### config.mk
export PLATFORM = sky130hd
export DESIGN_NAME = reg_rv_slice
export DESIGN_NICKNAME = d
export VERILOG_FILES = /design/src/rtl/reg_rv_slice.sv
export SDC_FILE = /design/constraint.sdc
export NUM_CORES = 1
export LEC_CHECK = 0
export ABC_AREA = 1
export CORE_MARGIN = 3
export CORE_UTILIZATION = 40
export DETAILED_ROUTE_END_ITERATION = 6
export PLACE_DENSITY = 0.67
export SLEW_MARGIN = 10
export SYNTH_ARGS = -nofsm -noshare
export SYNTH_HDL_FRONTEND = slang
export SYNTH_SLANG_ARGS = --single-unit
### constraint.sdc
create_clock -name clk -period 1.3 [get_ports clk]
set_clock_uncertainty 0.05 [all_clocks]
set_input_delay 0.325 -clock clk [delete_from_list [all_inputs] [get_ports clk]]
set_output_delay 0.325 -clock clk [all_outputs]
set_load 0.01 [all_outputs]
### src/rtl/reg_rv_slice.sv
// reg_rv_slice: two-entry valid/ready skid buffer.
//
// Decouples an upstream producer (s_ side) from a downstream consumer
// (m_ side). It registers data/valid in the forward direction and ready in
// the backward direction, and still sustains one word per cycle.
//
// Ports
//   clk        clock, all state updates on the rising edge
//   rst        synchronous active-high reset
//   s_data     upstream word
//   s_valid    upstream word valid
//   s_ready    slice can take a word this cycle
//   m_data     downstream word (always the output register main_q)
//   m_valid    m_data holds a valid word
//   m_ready    downstream takes m_data this cycle
//   occupancy  number of words held, 0..2
//
// state | meaning
// ------+-----------------------------------------------
// EMPTY | nothing buffered, m_valid=0, s_ready=1
// ONE   | main_q holds the head word, skid_q unused
// FULL  | main_q holds the head, skid_q the next word, s_ready=0

module reg_rv_slice #(
    parameter int width = 64
) (
    input  logic             clk,
    input  logic             rst,
    input  logic [width-1:0] s_data,
    input  logic             s_valid,
    output logic             s_ready,
    output logic [width-1:0] m_data,
    output logic             m_valid,
    input  logic             m_ready,
    output logic [1:0]       occupancy
);

    // The encoding equals the word count, so occupancy is the state itself.
    typedef enum logic [1:0] {
        EMPTY = 2'd0,
        ONE   = 2'd1,
        FULL  = 2'd2
    } state_t;

    state_t           state;
    logic [width-1:0] main_q;
    logic [width-1:0] skid_q;
    logic             push;
    logic             pop;

    // Both handshake outputs decode from the state flop only. This keeps
    // m_ready and s_valid off any combinational path to the opposite side.
    assign m_valid   = (state != EMPTY);
    assign s_ready   = (state != FULL);
    assign occupancy = state;
    assign m_data    = main_q;

    assign push = s_valid & s_ready;
    assign pop  = m_valid & m_ready;

    always_ff @(posedge clk) begin
        if (rst) begin
            state  <= EMPTY;
            main_q <= '0;
            skid_q <= '0;
        end else begin
            case (state)
                EMPTY: begin
                    if (push) begin
                        main_q <= s_data;
                        state  <= ONE;
                    end
                end
                ONE: begin
                    if (push && pop) begin
                        main_q <= s_data;
                    end else if (push) begin
                        skid_q <= s_data;
                        state  <= FULL;
                    end else if (pop) begin
                        state  <= EMPTY;
                    end
                end
                FULL: begin
                    // s_ready is low here, so only a pop can happen.
                    if (pop) begin
                        main_q <= skid_q;
                        state  <= ONE;
                    end
                end
                default: state <= EMPTY;
            endcase
        end
    end

endmodule
==> impl_results.md <==
* Finish-stage setup viols at 134
* Crit. End Element: register
* Largest family of logic cells by synthesized area: simple AND/OR/NAND/NOR gates
* Syn Nets at 983
* Largest net degree at the start of global routing at 68
* RSZ-0062 raised after global routing: true
* Worst slew margin at 0.786
* IO Pins at 136
* Minimum clock period at 1.47 ns
* Total Neg Setup Slack at -12.75 ns
* Clock sinks at 130
* Antenna Cells at 0
* Critical path startpoint: occupancy[0]
* Vias at 6018
* Final #Nets at 1140
* Routed WL at 18300 µm
* Worst-path clk slew at 0.06 ns
* Number of core rows at 43
* Violated checks: negative setup slack
* Die H at 126 µm
* Sequential fraction of the synthesis area at 0.451
* GR Util All Layers at 0.206
* Crit path max fanout at 8
* Mapped Area at 5770 µm²
* Syn Inst Count at 915
* Slew @ Worst Pin at 0.322 ns
* Multiplexer area fraction after synthesis at 0
* Yosys reg bits at 130
* Core area at 14000 µm²
* Ratio of cells with drive above 1 in the final layout at 0.315
* Crit Path Class: register to register
* Starting DRC count in detailed routing at 392
* First-pass GRT wire length at 26700 µm
* Initial antenna violation count at 0
* Chain of cells forming the critical path: inv_4, nand2_8, buf_6, nand2_4, nand2_8, buf_12, buf_12, nand2_2, nand2_1, nor2_1
* Hold_sp: m_ready
* Min-delay worst type: input port to register
* Synth-to-Final Area Change at 58.4%
* Leakage power figure at 4.33 nW
* H-tree Lvls at 4
* Critical Path RT at 1.60 ns
* Final core utilization at 0.654
* Final hold viol count at 0
* CP max stage cell: dfxtp_4
* Crit Reg-Reg Startpoint: occupancy[0]
* Drt pass-1 iters at 5
* FILL cells at 1211
* Crit path DAT at 1.77 ns
* Grt ovf at 0
* Setup crit start kind: register
* Reg area at 2630 µm²
* HPWL Detailed at 8940 µm
* Hold Path Depth at 6
* Xor/xnor cell area share of the yosys netlist at 0
* Status: finished with violations
* Clk_lat worst skew at 0.42 ns
* Max-cap violations at 0
* Slew Limit Fails at 0
* Die X at 126 µm
* Residual DRC at 0
* Clk buf depth at 2
* Slowest stage delay, CP at 0.37 ns
* Distinct cells, synth at 16
* Synth Area in Compound Gates at 0.0581
* Vias/cell at 4.76
* Setup slack at placement at -0.441 ns
* Vias in the first global route at 5501
* I/O Buffers at 135
* Avg Inst Size Synth at 6.31 µm²
* Final worst slack at -0.169 ns
* Post-DR wirelength/cell at 14.5 µm
* VDD IR-drop max at 0.861 mV
* FMAX at 681 MHz
* Simple-gate portion of the synthesized area at 0.385
* PD cells at 1320 nW/µm²
* Routability Congestion at 0.776
* Initial Utilization at 0.413
* Period utilization at 1.13
* Clk root buf: clkbuf_16
* Post-synthesis adder-cell area fraction at 0
* Synthesis warning total at 0
* Full die area at 15900 µm²
* Routed Antenna Nets at 0
* CTS tree: built
* Area of the multi-input gates at 3190 µm²
* Clock buffer count from CTS at 17
* Number of cells on the worst reg-to-reg path at 10
==> critical path: cells and delay by family, from the launching register on <==
family / cells / cell delay [ns]
buffers and inverters: 4 / 0.51
AND/OR/NAND/NOR: 6 / 0.46
flip-flops: 1 / 0.37
==> synthesized netlist by cell type <==
| library cell | count | area (µm²) |
|---|---|---|
| inv_2 | 4 | 15.0 |
| clkbuf_2 | 1 | 5.00 |
| nor2_1 | 257 | 965 |
| a21oi_1 | 2 | 10.0 |
| dfxtp_1 | 130 | 2600 |
| buf_6 | 8 | 90.1 |
| o21ai_1 | 9 | 45.0 |
| o21ai_0 | 56 | 280 |
| inv_1 | 70 | 263 |
| clkbuf_1 | 18 | 67.6 |
| nand2_2 | 2 | 12.5 |
| nand2_1 | 327 | 1230 |
| buf_2 | 14 | 70.1 |
| buf_4 | 14 | 105 |
| nor2_2 | 1 | 6.26 |
| nand3_1 | 2 | 10.0 |
==> cells in the final DEF (no fill, tap or decap), drive strengths merged <==
master / synthesis / final
clkdlybuf4s50: 0 / 66
clkbuf: 19 / 34
inv: 74 / 72
dfxtp: 130 / 130
buf: 36 / 113
nand2: 329 / 329
nor2: 258 / 258
o21ai: 65 / 65
a21oi: 2 / 2
clkinv: 0 / 7
nand3: 2 / 2
dlymetal6s2s: 0 / 1
clkinvlp: 0 / 1
bufinv: 0 / 5
==> final timing paths <==
kind,end,slack [ns]
setup reg to reg,m_data[19],-0.17
hold / removal,occupancy[0],0.29
setup / recovery,m_data[19],-0.17
hold reg to reg,skid_q[12],0.42
==> stage by stage <==
step                      power [mW]  area [µm²]  std cells  hold WS, ns
after global routing            12.6        9150       1265        0.330
after floorplan                 5.47        5770        915        0.344
after global placement          6.31        7380       1200        0.412
after detailed placement        6.32        7380       1200        0.422
final                           12.1        9150       1265        0.288
after CTS                       11.8        8440       1254        0.424
==> registers in the layout (all words and copies together) (netlist names) <==
signal	cells
m_data	64
skid_q	64
occupancy	2
==> layer usage <==
layer / global-route usage / share of wire / vias to the layer above
li1: - / - / 3046
met1: 0.256 / 0.43 / 2782
met2: 0.347 / 0.49 / 165
met3: 0.0602 / 0.060 / 25
met4: 0.0631 / 0.017 / 0
met5: 0 / 0 / -
==> area by class of cell <==
| cell class | count | area share |
|---|---|---|
| Tap cell | 180 | 0.0246 |
| Clock buffer | 22 | 0.0529 |
| Timing Repair inverter | 1 | 0.00178 |
| Inverter | 74 | 0.0350 |
| Multi-Input combinational cell | 656 | 0.349 |
| Sequential cell | 130 | 0.288 |
| Timing Repair Buffer | 192 | 0.230 |
| Clock inverter | 10 | 0.0194 |
==> cells by family after synthesis <==
| logic type | after synthesis |
|---|---|
| and+or+nand+nor | 589 |
| DFF | 130 |
| buffers and inverters | 129 |
| AOI/OAI and AO/OA | 67 |
==> power by group <==
part | internal [mW] | switching (mW) | leakage [nW]
registers | 4.29 | 0.164 | 1.07
clock network | 3.59 | 1.75 | 0.326
logic | 1.09 | 1.20 | 2.93
==> timing repair <==
action / in CTS / in global routing
setup buffers: 11 / 1
pin swaps: 21 / 39
hold buffers: 0 / 0
resized for setup: 412 / 169
endpoints found under the setup margin: 198 / 138
gates cloned: 11 / 14
(Power assumes the default switching activity.)
